$ cat config.mk
export PLATFORM = sky130hd
export DESIGN_NAME = grad_mag_bin
export DESIGN_NICKNAME = d
export VERILOG_FILES = /design/src/rtl/grad_mag_bin.sv
export SDC_FILE = /design/constraint.sdc
export NUM_CORES = 1
export LEC_CHECK = 0
export ABC_AREA = 0
export CAP_MARGIN = 20
export CORE_MARGIN = 2
export CORE_UTILIZATION = 56
export DETAILED_ROUTE_END_ITERATION = 10
export GPL_TIMING_DRIVEN = 0
export PLACE_DENSITY_LB_ADDON = 0.2
export SLEW_MARGIN = 20
export SYNTH_ARGS = -nofsm -noshare
export SYNTH_HDL_FRONTEND = slang
export SYNTH_SLANG_ARGS = --single-unit
export TNS_END_PERCENT = 1
$ cat constraint.sdc
create_clock -name clk -period 8.21 [get_ports clk]
set_input_delay 0.821 -clock clk [delete_from_list [all_inputs] [get_ports clk]]
set_output_delay 0.821 -clock clk [all_outputs]
set_load 0.05 [all_outputs]
$ cat src/rtl/grad_mag_bin.sv
// grad_mag_bin: integer gradient magnitude (floor(sqrt(mag_sq))) and unsigned
// orientation bin (9 bins of 20 degrees over 0..180) for the HOG front end.
// Fully pipelined, one sample per clock. A sample valid in cycle c appears on
// the outputs in cycle c + PIX_W + 2 (PIX_W+1 sqrt stages + output register).
module grad_mag_bin #(
  parameter int PIX_W    = 8,
  parameter int DIFF_LAG = 2
) (
  input  logic                    clk,
  input  logic                    rst,
  input  logic                    in_valid,
  input  logic [2*PIX_W:0]        mag_sq,
  input  logic signed [PIX_W:0]   ver_diff,
  input  logic signed [PIX_W:0]   hor_diff,
  output logic                    out_valid,
  output logic [PIX_W:0]          mag,
  output logic [3:0]              bin
);

  localparam int SQ_W  = 2*PIX_W + 1;
  localparam int RT_W  = PIX_W + 1;
  localparam int NSTG  = PIX_W + 1;
  localparam int TW    = 2*PIX_W + 3;
  localparam int CMP_W = 21;

  // tan(20/40/60/80 deg) scaled by 256
  localparam logic [CMP_W-1:0] T20 = 21'd93;
  localparam logic [CMP_W-1:0] T40 = 21'd215;
  localparam logic [CMP_W-1:0] T60 = 21'd443;
  localparam logic [CMP_W-1:0] T80 = 21'd1452;

  logic signed [PIX_W:0] ver_al, hor_al;

  if (DIFF_LAG == 0) begin : g_nolag
    assign ver_al = ver_diff;
    assign hor_al = hor_diff;
  end else begin : g_lag
    logic signed [PIX_W:0] ver_dl [DIFF_LAG];
    logic signed [PIX_W:0] hor_dl [DIFF_LAG];

    // free-running delay line lining the diffs up with their mag_sq
    always_ff @(posedge clk) begin
      ver_dl[0] <= ver_diff;
      hor_dl[0] <= hor_diff;
      for (int i = 1; i < DIFF_LAG; i++) begin
        ver_dl[i] <= ver_dl[i-1];
        hor_dl[i] <= hor_dl[i-1];
      end
    end

    assign ver_al = ver_dl[DIFF_LAG-1];
    assign hor_al = hor_dl[DIFF_LAG-1];
  end

  logic                    fold, h_neg, is_zero;
  logic signed [PIX_W+1:0] ve, he, vf, hf, hf_abs;
  logic [CMP_W-1:0]        av_s, ah_w;
  logic [3:0]              lvl, bin_c;

  // fold the angle into [0,180) and pick the bin by tangent-threshold compares
  always_comb begin
    ve      = ver_al;
    he      = hor_al;
    fold    = (ve < 0) || ((ve == 0) && (he < 0));
    vf      = fold ? -ve : ve;
    hf      = fold ? -he : he;
    h_neg   = hf < 0;
    hf_abs  = h_neg ? -hf : hf;
    is_zero = (ve == 0) && (he == 0);
    av_s    = CMP_W'($unsigned(vf)) << 8;
    ah_w    = CMP_W'($unsigned(hf_abs));
    if (av_s < ah_w * T20)      lvl = 4'd0;
    else if (av_s < ah_w * T40) lvl = 4'd1;
    else if (av_s < ah_w * T60) lvl = 4'd2;
    else if (av_s < ah_w * T80) lvl = 4'd3;
    else                        lvl = 4'd4;
    if (is_zero)    bin_c = 4'd0;
    else if (h_neg) bin_c = 4'd8 - lvl;
    else            bin_c = lvl;
  end

  logic [NSTG-1:0]  vld_q;
  logic [SQ_W-1:0]  rem_q   [NSTG-1];
  logic [RT_W-1:0]  root_q  [NSTG];
  logic [3:0]       bin_q   [NSTG];
  logic [SQ_W-1:0]  rem_in  [NSTG];
  logic [RT_W-1:0]  root_in [NSTG];
  logic [SQ_W-1:0]  rem_nx  [NSTG];
  logic [RT_W-1:0]  root_nx [NSTG];
  logic [TW-1:0]    trial;
  logic             take;

  // digit-by-digit sqrt: stage k decides root bit PIX_W-k, keeping rem = N - root^2
  always_comb begin
    trial = '0;
    take  = 1'b0;
    rem_in[0]  = mag_sq;
    root_in[0] = '0;
    for (int k = 1; k < NSTG; k++) begin
      rem_in[k]  = rem_q[k-1];
      root_in[k] = root_q[k-1];
    end
    for (int k = 0; k < NSTG; k++) begin
      // (root + 2^b)^2 - root^2 = root*2^(b+1) + 2^(2b); the terms never overlap
      trial      = (TW'(root_in[k]) << (PIX_W - k + 1)) | (TW'(1) << (2*(PIX_W - k)));
      take       = TW'(rem_in[k]) >= trial;
      root_nx[k] = root_in[k] | (RT_W'(take) << (PIX_W - k));
      rem_nx[k]  = take ? (rem_in[k] - trial[SQ_W-1:0]) : rem_in[k];
    end
  end

  // pipeline registers; only the valid chain needs reset
  always_ff @(posedge clk) begin
    if (rst) vld_q <= '0;
    else     vld_q <= {vld_q[NSTG-2:0], in_valid};
    bin_q[0] <= bin_c;
    for (int k = 1; k < NSTG; k++) bin_q[k] <= bin_q[k-1];
    for (int k = 0; k < NSTG; k++) root_q[k] <= root_nx[k];
    for (int k = 0; k < NSTG-1; k++) rem_q[k] <= rem_nx[k];
  end

  // output register: holds the last result while no sample is valid
  always_ff @(posedge clk) begin
    if (rst) begin
      out_valid <= 1'b0;
      mag       <= '0;
      bin       <= '0;
    end else begin
      out_valid <= vld_q[NSTG-1];
      if (vld_q[NSTG-1]) begin
        mag <= root_q[NSTG-1];
        bin <= bin_q[NSTG-1];
      end
    end
  end

endmodule

Word level (Yosys, flattened, before mapping)
Memory sizes are Yosys's and may differ from the RTL's. A register that Yosys moved wholly into a read port is not among the register bits.
Index checks and enable logic that the tools add are counted.
- output and inout bits: 14
- bits of input ports: 38
- memory bits (writable): 289
- memories: 5
- bits in registers: 10
- word-level logic and storage cells: 69
- $mul: 4
- add/sub/neg operators: 12
- multiplexer cells: 17
- bitwise operators: 8
- reduce and logical (&&, ||, !) cells: 5
- magnitude comparators: 16
- memory list (name ; depth ; width ; rd ports ; clocked after Yosys merged registers in ; write ports ; line ; text):
    rem_q ; 8 ; 17 ; 8 ; 0 ; 8 ; 83 ; logic [SQ_W-1:0] rem_q [NSTG-1];
    root_q ; 9 ; 9 ; 9 ; 1 ; 9 ; 84 ; logic [RT_W-1:0] root_q [NSTG];
    bin_q ; 9 ; 4 ; 9 ; 1 ; 9 ; 85 ; logic [3:0] bin_q [NSTG];
    g_lag.hor_dl ; 2 ; 9 ; 2 ; 0 ; 2 ; 39 ; logic signed [PIX_W:0] hor_dl [DIFF_LAG];
    g_lag.ver_dl ; 2 ; 9 ; 2 ; 0 ; 2 ; 38 ; logic signed [PIX_W:0] ver_dl [DIFF_LAG];
- operators with widths (cell ; count):
    $mux 17 ; 8
    $logic_not 32->1 ; 2
    $mul 10x9->19 const B ; 2
    $mux 10 ; 3
    $lt 18x21->1 ; 1
    $mux 4 ; 5
    $neg 9->10 ; 2
    $lt 18x19->1 ; 1
    $lt 18x17->1 ; 1
    $lt 18x18->1 ; 1
    $lt 9x1->1 const B ; 2
    $mul 10x8->18 const B ; 1
    $ge 17x10->1 ; 1
    $ge 17x11->1 ; 1
    $ge 17x12->1 ; 1
    $ge 17x13->1 ; 1
    $ge 17x14->1 ; 1
    $ge 17x15->1 ; 1
    $ge 17x16->1 ; 1
    $ge 17x17->1 ; 1
    $ge 17x17->1 const B ; 1
    $mul 10x7->17 const B ; 1
    $sub 17x11->17 ; 1
    $sub 17x12->17 ; 1
    other kinds (20) ; 21

Logic depth before layout (Yosys ltp)
An unclocked memory read counts as a cell.
- word-level depth: 16
- gate-level depth with buffers: 38
- gate-level depth less buffers: 38

Worst setup path after synthesis
No wires, ideal clock.
- kind: register to register
- start point: mem g_lag.hor_dl[0][9] (netlist bit)
- end point: mem bin_q[0][2]
- path slack: 393 ps
- data required time: 8093 ps
- arrival: 7700 ps
- buffers on the path: 0
- cell stages (with the launch flop): 35
- clock period less this slack: 7817 ps
- setup time: 117 ps
- cells stage by stage: dfxtp_1 -> inv_1 -> ha_1 -> or4_1 -> mux2i_1 -> a32oi_1 -> or3_1 -> inv_1 -> nand3_1 -> or4_1 -> inv_1 -> ha_1 -> inv_1 -> fa_1 -> inv_1 -> fa_1 -> inv_1 -> fa_1 -> inv_1 -> ha_1 -> and2_1 -> a31o_2 -> a31oi_1 -> a21oi_1 -> a21o_1 -> a21oi_1 -> xor2_1 -> ha_1 -> nand4_1 -> nor2_1 -> a21oi_1 -> o211ai_1 -> a41oi_1 -> nor3_1 -> a22o_1
- RTL lines (item ; line):
    start, declared ; 39
    end, declared ; 85

==> results.txt <==
Status - completed
Area of the die - 30500 µm²
Final Cycle Share - 97.6%
Buf+Inv Stages, Crit Path - 7
DR WL/cell - 15.5 µm
Area growth from synthesis to layout - 15.5%
Crit Path Category - register to register
Yosys top cell by area - dfxtp_1
Hold Crit Start - g_lag.hor_dl[0][1]$_DFF_P_
FP Rows - 62
Synthesized area per cell - 9.83 µm²
Yosys Warn Count - 0
Commonest cells post-synth - inv_1 (299), dfxtp_1 (276), ha_1 (223)
Clk_lat worst skew - 520 ps
Final hold viol count - 0
Max Root-Sink Buffers - 3
RR Endpoint - bin_q[0][0]$_SDFF_PP0_
CTS tree - built
Hold path cells - 0
Vias in the first global route - 11379
Vias - 11581
Layout Cells excl Fill - 2176
Mapped Area - 16300 µm²
TritonCTS Sinks - 276
Critical path capture point - bin_q[0][0]$_SDFF_PP0_
Placer Congestion - 0.973
First-pass GRT wire length - 54.6 mm
Min Tclk post-route - 8020 ps
CP endpoint kind - register
Final setup fails - 0
#FFs+latches synth - 276
Drt pass-1 iters - 5
Post-Place Cells - 2094
Min-delay worst type - register to register
Crit path DAT - 8450 ps
Antenna viol nets, final - 0
Initial Util - 56.8%
Critical-path top delay cell - fa_1
Share of the synthesized area in the top cell type - 33.9%
Largest net degree at the start of global routing - 17
Vias per std cell - 5.32
Max-cap violations - 0
Largest delay contributor family on the critical path - adder cells
Initial antenna violation count - 0
Clock skew - 25.1 ps
GRT Util Overall - 22.1%
Internal reg-to-reg setup slack - 190 ps
Launching point of the worst reg2reg path - g_lag.ver_dl[0][9]$_DFF_P_
Peak Freq - 0.125 GHz
Die Y - 175 µm
Measured slew at the worst slew-check pin - 1000 ps
Port Buffers - 50
Clock-pin transition on the worst setup and hold timing paths - 70 ps
CP max stage delay - 560 ps
Num CTS Buffers - 25
Syn Nets - 2026
Max_slew headroom - 32.6%
Crit path from - g_lag.ver_dl[0][9]$_DFF_P_
Final wirelength - 33.7 mm
Cell with the most instances after synthesis - inv_1
Post-synth EDFFs - 0
Core ar. - 28700 µm²
Remaining global-route overflow - 0
HPWL after DPL - 26.5 mm
Post-synth top flop - dfxtp_1
Post-synthesis sequential area ratio - 33.9%
Startpoint types - register
DRC violations left - 0
WP data required - 8640 ps
Ys async rst share - 0%
H-tree Lvls - 1
Crit path max fanout - 10
Root buf cell - clkbuf_16
Reg2Reg Depth - 33
Post-synthesis cell type count - 73
Die width - 175 µm
Nets - 2140
# diodes - 0
Slew Viols, Final - 0
Layout cell share with drive strength beyond 1 - 9.77%
Crit. path cell count - 33
Synth top area cells - dfxtp_1 (34%), ha_1 (17%), fa_1 (13%), inv_1 (6.9%), xor2_1 (3.0%)
DRT iter0 DRCs - 790
Synthesized instance count - 1660
I/O pin cnt - 52
## repair_timing
item | CTS | global route
setup buffers | 11 | 26
gates resized for setup | 33 | 54
endpoints found under the setup margin | 4 | 3
pin swaps | 4 | 21
hold buffers | 0 | 0
## flip-flops by register name, summed over array words and instances (netlist names)
name and count:
root_q 45, bin 4, g_lag.hor_dl 18, out_valid 1, rem_q 136, vld_q 9, bin_q 36, mag 9
g_lag.ver_dl 18
## how the worst min path moves through the flow
stage                                  end  slack (ps)
2_1_floorplan          bin_q[1][0]$_DFF_P_         310
3_3_place_gp           bin_q[7][3]$_DFF_P_         310
3_5_place_dp           bin_q[3][2]$_DFF_P_         310
4_1_cts        g_lag.hor_dl[0][10]$_DFF_P_         320
5_1_grt        g_lag.hor_dl[0][10]$_DFF_P_         320
6_report       g_lag.hor_dl[0][10]$_DFF_P_         320
## final cells by class
class                           count  area (µm²)
Clock inverter                     14         164
Multi-Input combinational cell   1069       10000
Clock buffer                       31         668
Fill cell                        2281        9860
Inverter                          300        1140
Buffer                             15        80.1
Sequential cell                   276        5530
Tap cell                          384         480
Timing Repair Buffer               87         778
## per-stage QoR
stage / TNS (ps) / instance area [µm²] / setup WS [ps] / utilization, % / hold slack [ps]
finish: 0 / 18800 / 194 / 65.7 / 318
global route: -320 / 18800 / -151 / 65.7 / 324
CTS: 0 / 18400 / 0.0302 / 64.0 / 317
detailed placement: -4040 / 17300 / -1310 / 60.3 / 312
global placement: -3990 / 17300 / -1290 / 60.2 / 311
floorplan: 0 / 16300 / 393 / - / 310
## cell families after synthesis
| group | after synthesis | synth area share (%) |
|---|---|---|
| simple gates | 357 | 11.6 |
| fa+ha+maj | 328 | 30.0 |
| buf+inv | 315 | 7.32 |
| flops | 276 | 33.9 |
| compound gates | 255 | 10.1 |
| xor+xnor | 106 | 5.69 |
| mux | 22 | 1.37 |
| other cells | 1 | 0.0230 |
## per-layer routing
metal	track usage, %	part of all wire (%)	routed length [µm]
met5	0	0	0
met1	31.0	46	15600
met2	36.0	45	15100
met4	3.96	1.9	636
met3	4.44	7.0	2370
## placed cells by master, fill, tap and decap left out, drive strengths merged, types with 41 or more instances in the layout
cell type / count
clkbuf: 42
fa: 105
o21ai: 62
inv: 299
nand2: 56
clkdlybuf4s50: 50
nor2: 90
xnor2: 50
dfxtp: 276
nor3: 44
xor2: 56
a21oi: 68
ha: 223
buf: 41
Power is not shown: default switching activity piles up to over one toggle a cycle in this logic, so the estimate is an artifact.
